## src/rtl/instr_buffer_nway_pkg.sv

```systemverilog
// Shared types and default sizing for the N-way instruction buffer.
package instr_buffer_nway_pkg;

  localparam int IB_WAYS     = 2;
  localparam int IB_DEPTH    = 16;
  localparam int IB_BS_DEPTH = 4;

  typedef logic [31:0] INSTRUCTION;
  typedef logic [31:0] PC;

  typedef struct packed {
    logic       cond_branch;
    logic       uncond_branch;
    logic [4:0] dest_reg;
  } FD_control_t;

  typedef struct packed {
    INSTRUCTION  instruction;
    FD_control_t control;
    logic        pred_taken;
    PC           pred_NPC;
    PC           not_taken_NPC;
  } IBEntry_t;

  function automatic logic is_branch(input FD_control_t c);
    return c.cond_branch | c.uncond_branch;
  endfunction

endpackage

```

## src/rtl/instr_buffer_nway_branch_limit.sv

```systemverilog
// Branch-slot limiter: lane i may issue only if it and every older lane fit
// in the free branch-stack slots. The result is a thermometer mask.
module ib_branch_limit
  import instr_buffer_nway_pkg::*;
#(
  parameter int WAYS     = IB_WAYS,
  parameter int BS_DEPTH = IB_BS_DEPTH,
  localparam int BW      = $clog2(BS_DEPTH + 1)
) (
  input  logic [WAYS-1:0] lane_present,
  input  logic [WAYS-1:0] lane_is_branch,
  input  logic [BW-1:0]   bs_nEntries,
  output logic [WAYS-1:0] lane_ok
);

  always_comb begin
    int  free_slots;
    int  used;
    logic run_ok;
    free_slots = (int'(bs_nEntries) >= BS_DEPTH) ? 0 : BS_DEPTH - int'(bs_nEntries);
    used       = 0;
    run_ok     = 1'b1;
    lane_ok    = '0;
    for (int i = 0; i < WAYS; i++) begin
      used       = used + int'(lane_is_branch[i]);
      run_ok     = run_ok && lane_present[i] && (used <= free_slots);
      lane_ok[i] = run_ok;
    end
  end

endmodule

```

## src/rtl/instr_buffer_nway.sv

```systemverilog
// N-way circular instruction buffer between fetch and dispatch, with
// lane compaction on enqueue and branch-stack-aware dispatch window.
module instr_buffer_nway
  import instr_buffer_nway_pkg::*;
#(
  parameter int WAYS     = IB_WAYS,
  parameter int DEPTH    = IB_DEPTH,
  parameter int BS_DEPTH = IB_BS_DEPTH,
  localparam int LW      = $clog2(WAYS + 1),
  localparam int CW      = $clog2(DEPTH + 1),
  localparam int PW      = $clog2(DEPTH),
  localparam int BW      = $clog2(BS_DEPTH + 1)
) (
  input  logic                   clk,
  input  logic                   reset,
  input  logic                   br_fub_pred_wrong,
  input  logic        [WAYS-1:0] if_valid_in,
  input  INSTRUCTION  [WAYS-1:0] if_inst_in,
  input  FD_control_t [WAYS-1:0] fd_control,
  input  logic        [WAYS-1:0] bp_pred_taken,
  input  PC           [WAYS-1:0] bp_pred_NPC,
  input  PC           [WAYS-1:0] bp_not_taken_NPC,
  input  logic        [LW-1:0]   haz_nDispatched,
  input  logic        [BW-1:0]   bs_nEntries,
  output IBEntry_t    [WAYS-1:0] ib_data,
  output logic        [WAYS-1:0] ib_valid,
  output logic        [LW-1:0]   ib_nAvai,
  output logic        [CW-1:0]   ib_count,
  output logic                   ib_overflow,
  output logic        [PW-1:0]   head,
  output logic        [PW-1:0]   tail
);

  IBEntry_t buffer [DEPTH];

  logic [LW-1:0]         enq_cnt, deq_cnt, nvalid;
  logic                  overflow_now;
  logic [WAYS-1:0]       lane_present, lane_is_branch;
  logic [WAYS-1:0][PW-1:0] wr_idx;
  IBEntry_t [WAYS-1:0]   wr_entry;

  for (genvar g = 0; g < WAYS; g++) begin : g_lane
    assign ib_data[g]        = buffer[head + PW'(g)];
    assign lane_present[g]   = (CW'(g) < ib_count);
    assign lane_is_branch[g] = is_branch(ib_data[g].control);
    assign wr_entry[g]       = '{instruction:   if_inst_in[g],
                                 control:       fd_control[g],
                                 pred_taken:    bp_pred_taken[g],
                                 pred_NPC:      bp_pred_NPC[g],
                                 not_taken_NPC: bp_not_taken_NPC[g]};
  end

  ib_branch_limit #(.WAYS(WAYS), .BS_DEPTH(BS_DEPTH)) u_branch_limit (
    .lane_present  (lane_present),
    .lane_is_branch(lane_is_branch),
    .bs_nEntries   (bs_nEntries),
    .lane_ok       (ib_valid)
  );

  // Free space comes from registered occupancy only; same-cycle pops are not credited.
  always_comb begin
    if ((DEPTH - int'(ib_count)) > WAYS) ib_nAvai = LW'(WAYS);
    else                                 ib_nAvai = LW'(DEPTH - int'(ib_count));
    enq_cnt      = LW'($countones(if_valid_in));
    nvalid       = LW'($countones(ib_valid));
    deq_cnt      = (haz_nDispatched > nvalid) ? nvalid : haz_nDispatched;
    overflow_now = (enq_cnt > ib_nAvai);
  end

  // Compact valid lanes into consecutive slots starting at tail.
  always_comb begin
    logic [PW-1:0] off;
    off = '0;
    for (int i = 0; i < WAYS; i++) begin
      wr_idx[i] = tail + off;
      off       = off + PW'(if_valid_in[i]);
    end
  end

  always_ff @(posedge clk) begin
    if (!reset && !br_fub_pred_wrong && !overflow_now) begin
      for (int i = 0; i < WAYS; i++)
        if (if_valid_in[i]) buffer[wr_idx[i]] <= wr_entry[i];
    end
  end

  // An overrunning fetch group freezes the whole buffer for that cycle.
  always_ff @(posedge clk) begin
    if (reset) begin
      head        <= '0;
      tail        <= '0;
      ib_count    <= '0;
      ib_overflow <= 1'b0;
    end else if (br_fub_pred_wrong) begin
      head     <= '0;
      tail     <= '0;
      ib_count <= '0;
    end else if (overflow_now) begin
      ib_overflow <= 1'b1;
    end else begin
      head     <= head + PW'(deq_cnt);
      tail     <= tail + PW'(enq_cnt);
      ib_count <= ib_count + CW'(enq_cnt) - CW'(deq_cnt);
    end
  end

endmodule

```

## config.mk

```make
export PLATFORM = sky130hd
export DESIGN_NAME = instr_buffer_nway
export DESIGN_NICKNAME = d
export VERILOG_FILES = /design/src/rtl/instr_buffer_nway_pkg.sv /design/src/rtl/instr_buffer_nway_branch_limit.sv /design/src/rtl/instr_buffer_nway.sv
export SDC_FILE = /design/constraint.sdc
export NUM_CORES = 2
export LEC_CHECK = 0
export CORE_ASPECT_RATIO = 1.5
export CORE_MARGIN = 5
export CORE_UTILIZATION = 40
export CTS_BUF_LIST = sky130_fd_sc_hd__clkbuf_4
export CTS_CLUSTER_SIZE = 12
export DETAILED_ROUTE_END_ITERATION = 8
export PLACE_DENSITY = 0.65
export SLEW_MARGIN = 20
export SYNTH_ARGS = -nofsm -noshare
export SYNTH_HDL_FRONTEND = slang
export SYNTH_SLANG_ARGS = --single-unit
```

## constraint.sdc

```tcl
create_clock -name clk -period 11.1 [get_ports clk]
set_input_delay 2.22 -clock clk [delete_from_list [all_inputs] [get_ports clk]]
set_output_delay 2.22 -clock clk [all_outputs]
set_load 0.005 [all_outputs]
```

**After elaboration in Yosys (flattened, before gate mapping)**

Memories as Yosys holds them, arrays and structs flattened. A register that Yosys moved wholly into a read port is not among the register bits.
Cells that the tools add are included.
W data, S select, Z words.

- Register bits: 14
- Memory bits (writable): 1,664
- Input bits: 218
- Output and inout port bits: 226
- Memories: 1

Memory list:

| name | words | bits a word | rd ports | clocked after Yosys merged registers in | wr ports | RTL line | RTL |
|---|---|---|---|---|---|---|---|
| buffer | 16 | 104 | 2 | 1 | 2 | instr_buffer_nway.sv:34 | `IBEntry_t buffer [DEPTH];` |

- Add/sub/neg operators: 11
- Order comparisons: 8
- Mux-type cells: 11
- Bitwise operators: 3
- Reductions and logical operators: 10

Operators by type and width:

| cell | count |
|---|---|
| $gt A32 B3 Y1 const B | 1 |
| $le A2 B32 Y1 | 1 |
| $le A32 B32 Y1 | 1 |
| $mux W32 | 1 |
| $lt A1 B5 Y1 const A | 2 |
| $add A4 B2 Y4 | 2 |
| $mux W4 | 2 |
| $add A1 B1 Y2 | 3 |
| $mux W1 | 6 |
| $sub A5 B5 Y6 const A | 1 |
| $add A5 B2 Y5 | 1 |
| $logic_and A1 B1 Y1 | 5 |
| $sub A5 B2 Y5 | 1 |
| $add A4 B1 Y4 | 1 |
| $add A4 B1 Y4 const B | 1 |
| $gt A2 B2 Y1 | 2 |
| $mux W2 | 2 |
| $sub A3 B3 Y4 const A | 1 |
| $ge A3 B3 Y1 const B | 1 |
| $logic_not A1 Y1 | 3 |
| $or A1 B1 Y1 | 2 |
| $reduce_and A2 Y1 | 1 |
| $reduce_or A2 Y1 | 1 |
| $not A1 Y1 | 1 |

**Logic depth before layout (Yosys ltp)**

- Word-level depth: 12
- Mapped depth: 29
- Mapped depth without buffers: 27

**Cells and area by module**

From an unflattened synthesis, not the netlist that was laid out.

- Cell total of the unflattened synthesis: 5,236
- Area, all modules: 99,240.2 sq um

By module, submodules not included:

| module | times used | cells an instance | area each (sq um) | seq. area each (sq um) |
|---|---|---|---|---|
| instr_buffer_nway | 1 | 5,221 | 99,118.8 | 50,328.3 |
| ib_branch_limit | 1 | 15 | 121.4 | 0.0 |

**Worst setup path after synthesis**

Ideal clock, no wire load.

- Path type: in2reg
- Start point: input if_valid_in[0]
- End point: memory buffer[4][0] (netlist bit) (enable)
- Data arrival time: 10,951 ps
- Data required time: 10,390 ps
- Path slack: -561 ps
- Cell stages on the path: 8
- Cell sequence: ha_1 ha_1 nor2b_1 o21ai_1 buf_2 buf_4 nand3b_1 o21ai_0

RTL lines:

| what | RTL line | RTL |
|---|---|---|
| start, declared | instr_buffer_nway.sv:17 | `input logic [WAYS-1:0] if_valid_in,` |
| end, declared | instr_buffer_nway.sv:34 |  |

**Final worst setup path**

- Start point: register head[0]
- End point: output ib_valid[1]

- Cells in the longest elaborated chain, start to end: 6

Ends and longest elaborated chain:

| what | RTL line | RTL |
|---|---|---|
| start, declared | instr_buffer_nway.sv:30 | `output logic [PW-1:0] head,` |
| start signal, assigned | instr_buffer_nway.sv:101 | `head <= head + PW'(deq_cnt);` |
| $add A4 B1 Y4 | instr_buffer_nway.sv:43 | `assign ib_data[g] = buffer[head + PW'(g)];` |
| $mem_v2 Z16 W104 | - |  |
| $or A1 B1 Y1 | instr_buffer_nway_pkg.sv:26 | `return c.cond_branch \| c.uncond_branch;` |
| $add A1 B1 Y2 | instr_buffer_nway_branch_limit.sv:25 | `used = used + int'(lane_is_branch[i]);` |
| $le A32 B32 Y1 | instr_buffer_nway_branch_limit.sv:26 | `run_ok = run_ok && lane_present[i] && (used <= free_slots);` |
| $logic_and A1 B1 Y1 | instr_buffer_nway_branch_limit.sv:26 |  |
| end, declared | instr_buffer_nway.sv:26 | `output logic [WAYS-1:0] ib_valid,` |

Every way passes these cells.

==> summary by stage <==
Power
Of the total power, the clock network draws 0.273. Of the total power, registers draw 0.379. Summed over all nets, the switching power comes to between 0.005 and 0.006 W. The peak supply drop is between 0.1 and 0.15 mV. The share of total power dissipated in combinational logic is 0.348. The switching power as a share of total power is 0.311. The static power due to leakage is 33.1 nW. The sum of internal, switching and leakage power is between 0.015 and 0.02 W. Power spread over the standard cell area amounts to between 150 and 200 mW/mm².

The internal cell power is ~0.013 W.

Placed design
The final weighted congestion in routability-driven placement is between 0.7 and 0.8. The count of buffers added on input and output ports is approximately 440. Once detailed placement completed, the half-perimeter wirelength came to 178 mm. The total placed instance area is ~0.10 mm².

Critical path
STA classifies the critical path startpoint as a flop. The number of buffers and inverters on the critical path is 4. The kind of end point of the critical path is a primary output. Setup slack on the worst reg-to-reg path comes out at 3540 ps. The endpoint identified for the worst register-to-register timing path is ib_count[4]. The number of cells on the critical path is 11. Data arrives at the worst endpoint at between 6000 and 7000 ps. In this run the worst path has a maximum fanout of 54. The count of cells along the worst register-to-register path is 24. The peak per-stage delay on the critical path is between 800 and 900 ps. The critical path goes through ha_4 -> buf_4 -> mux2i_1 -> a31oi_1 -> ha_1 -> inv_1 -> ha_1 -> a221oi_2 -> buf_4 -> a311oi_1 -> clkdlybuf4s50_1. The startpoint-to-endpoint class of the critical path is flop to primary output. The cell family contributing the most delay on the critical path is buffers and inverters. The reg-to-reg startpoint is head[0]. The slowest stage cell on the critical path is sky130_fd_sc_hd__buf_4. The data required time at the worst endpoint is about 9000 ps.

Final layout
The cell area after layout is around 0.11 mm². After the last flow step, the layout net total stands at slightly below 6000. The share of layout cells above drive strength 1 is 0.591. The area growth from synthesis to layout is 12.5%. The multi-input combinational cells in the finished layout cover a total of between 0.04 and 0.05 mm². The layout filler cell count is between 20000 and 25000.

Across the whole layout, storage elements account for ~0.05 mm². The library cells used most frequently in the layout, excluding fill and tap cells, are sky130_fd_sc_hd__edfxtp_1, sky130_fd_sc_hd__mux2_2, sky130_fd_sc_hd__mux4_2. The library cell used most frequently in the layout, excluding fill and tap cells, is sky130_fd_sc_hd__edfxtp_1.

Clock tree
The number of gates resized after cts is 0. The H-tree depth is 5. The clock transition at the registers of the reported paths is around 70 ps.

The number of buffers inserted during clock tree synthesis is 428. In this run the post-CTS setup repair buffer count came out at 0. The clock insertion delay at the later pin of the skew report is 1300 ps. The maximum root-to-sink buffer count is 4.

The number of buffers inserted by hold repair at cts is 0. The library cell used as clock root buffer is sky130_fd_sc_hd__clkbuf_4. The clock net in this run drives a total of between 1500 and 2000 sinks. The TritonCTS clock tree is done.

Flow run
The total of max-cap violations is 0.

Drt
The number of optimization iterations in the first detailed-route pass is 5. The total DRC errors in the routed layout is 0. The via count normalized by instance count is 6.43. Summing over every cut layer, the via total after detailed routing is 58900. For this block, wires on met1 add up to 126 mm.

The number of design-rule violations left by the first detailed-router iteration is ~6500. The detail-routed net length per standard cell is 35.8 µm. The uppermost layer routed is met5. Detailed routing placed a total of 30.1 mm of wire on met3.

The overall routed net length is ~330 mm. The number of nets with antenna violations after routing is 0. The wire length on met2 is 161 mm.

Yosys
Counting flops with a built-in enable in the synthesized netlist gives between 1500 and 2000. The cell area that synthesis handed to floorplanning was 0.0971 mm². Yosys attributes the largest share of cell area to sky130_fd_sc_hd__edfxtp_1, sky130_fd_sc_hd__mux4_2, sky130_fd_sc_hd__mux2_2, sky130_fd_sc_hd__clkbuf_1, sky130_fd_sc_hd__buf_2. The number of warnings issued by yosys is 0. Synthesis handed over a netlist of ~5200 instances. The portion of the post-synthesis area used by sequential elements is 0.518.

The dominant synthesized flop cell is sky130_fd_sc_hd__edfxtp_1. The synthesis-stage register bit count is roughly 1700. The cell type with the largest total area after synthesis is sky130_fd_sc_hd__edfxtp_1. The average cell area after synthesis is 18.5 µm².

The number of nets in the synthesized netlist is between 5000 and 6000. The share of synthesized area in the top cell type comes to 0.515. The number of unique standard cell types used by synthesis is 54.

Counting flops with an async set or reset pin after synthesis yields a share of 0.

Global routing
The global-route wire length before repair is 466 mm. The aggregate global routing overflow is 0. The global-route usage over all layers is 0.255. Entering global routing, the biggest net connects 140 pins. The via count of the first global-routing pass is around 63000.

The number of antenna violations at the first check in global routing is 74.

Floorplan
The floorplan step set the die height to 613 µm. The total I/O pin count is 444. The region available for standard cell placement spans between 0.2 and 0.25 mm². The overall die area is 0.253 mm².

Row generation in the floorplan step produced roughly 220 rows. The die width is 412 µm. The initial utilization of the core area, before any placement, comes to 0.402.

STA
The period utilization is 0.781. At the pin with the least slew margin, the transition time is 1150 ps. Across the routed clock network, the largest skew measured is 147 ps. Setup violations remaining at the end of the flow were counted as 0. The number of hold-slack violations in the final timing report is 0. The max-slew violation count is 0. The shortest period the worst path allows is just under 9000 ps. Setup repair after global routing left no endpoint under its margin. For this run, the top clock speed supported by timing is 0.115 GHz. Measured against its own limit, the worst slew margin works out to 0.236.

Hold path
For hold timing, the worst endpoint is ib_overflow. The worst hold-check path type is flop to flop. Along the worst hold path, the cell count comes to 2. The startpoint of the worst hold path is ib_overflow.

Outcome
The run finished with clean final reports.
layout make-up:
cell class	instances	share of cell area
Antenna cell	33	0.000756
Multi-Input combinational cell	2898	0.402
Tap cell	3233	0.0370
Clock inverter	103	0.00486
Timing Repair Buffer	564	0.0509
Clock buffer	617	0.0424
Inverter	26	0.000893
Sequential cell	1682	0.461
power by group through the flow:
stage	registers, W	logic, W	clock network [W]
floorplan	0.00741	0.00422	0
global placement	0.00744	0.00672	0
detailed placement	0.00745	0.00674	0
CTS	0.00731	0.00678	0.00539
global route	0.00733	0.00706	0.00571
finish	0.00731	0.00670	0.00526
worst min-delay path, cell delays in order, from the launching register on:
cell and delay, ps:
sky130_fd_sc_hd__dfxtp_1 330, sky130_fd_sc_hd__a21oi_1 40, sky130_fd_sc_hd__nor2_1 70
cells by family after synthesis:
group                      share of synthesized area
AOI/OAI and AO/OA                            0.00519
xor gates and xnor gates                    0.000451
adders and majority gates                    0.00456
buffers and inverters                         0.0323
DFF                                            0.518
muxes                                          0.435
and+or+nand+nor                              0.00458
cell usage after synthesis (2+ instances only):
cell type and number:
sky130_fd_sc_hd__mux2_2 1635, sky130_fd_sc_hd__o211a_1 6, sky130_fd_sc_hd__inv_1 26, sky130_fd_sc_hd__nor2_1 13, sky130_fd_sc_hd__and3b_1 2, sky130_fd_sc_hd__a31oi_1 2
sky130_fd_sc_hd__nand2b_1 6, sky130_fd_sc_hd__o21ai_0 10, sky130_fd_sc_hd__buf_1 34, sky130_fd_sc_hd__mux2i_1 14, sky130_fd_sc_hd__a21o_1 3, sky130_fd_sc_hd__nor2b_1 5
sky130_fd_sc_hd__and4b_1 2, sky130_fd_sc_hd__clkbuf_1 321, sky130_fd_sc_hd__o211ai_2 2, sky130_fd_sc_hd__mux4_2 1034, sky130_fd_sc_hd__a21oi_1 16, sky130_fd_sc_hd__a311oi_1 2
sky130_fd_sc_hd__o21ba_2 2, sky130_fd_sc_hd__and2_1 2, sky130_fd_sc_hd__nand3_2 2, sky130_fd_sc_hd__a211oi_1 4, sky130_fd_sc_hd__buf_6 33, sky130_fd_sc_hd__and3_1 8
sky130_fd_sc_hd__o21bai_1 12, sky130_fd_sc_hd__dfxtp_1 18, sky130_fd_sc_hd__or3_1 6, sky130_fd_sc_hd__xnor2_1 5, sky130_fd_sc_hd__buf_4 40, sky130_fd_sc_hd__nand2_1 15
sky130_fd_sc_hd__nor3_1 4, sky130_fd_sc_hd__ha_1 29, sky130_fd_sc_hd__nand3_1 5, sky130_fd_sc_hd__nand3b_1 2, sky130_fd_sc_hd__mux2_1 31, sky130_fd_sc_hd__buf_2 206
sky130_fd_sc_hd__edfxtp_1 1664, sky130_fd_sc_hd__fa_1 4
worst max path at each step:
stage / slack, ps / end / startpoint
floorplan: -560 / buffer[4][0] / if_valid_in[0]
global placement: 3040 / ib_count[4] / bs_nEntries[0]
detailed placement: 3600 / ib_count[4] / head[0]
CTS: 2260 / ib_valid[1] / head[0]
global route: 2000 / ib_valid[1] / head[0]
finish: 2430 / ib_valid[1] / head[0]
per-stage QoR:
stage,instances,worst slack (ps),hold slack (ps),TNS (ps),util
after floorplan,5241,-561,460,-232310,-
after global placement,8403,3040,453,0,0.430
after detailed placement,8403,3600,464,0,0.430
after CTS,9123,2260,483,0,0.452
after global routing,9134,2000,520,0,0.452
final,9156,2430,477,0,0.452
flip-flops by register name, summed over array words and instances, names as in the netlist, named ones only:
register / flops
tail: 4
ib_overflow: 1
ib_count: 5
head: 4
buffer: 1664
metal layers:
layer	global-route usage	vias up
met5	0	-
met3	0.0637	709
li1	-	23100
met1	0.333	31900
met4	0.0775	62
met2	0.423	3125
(Power assumes the default switching activity.)
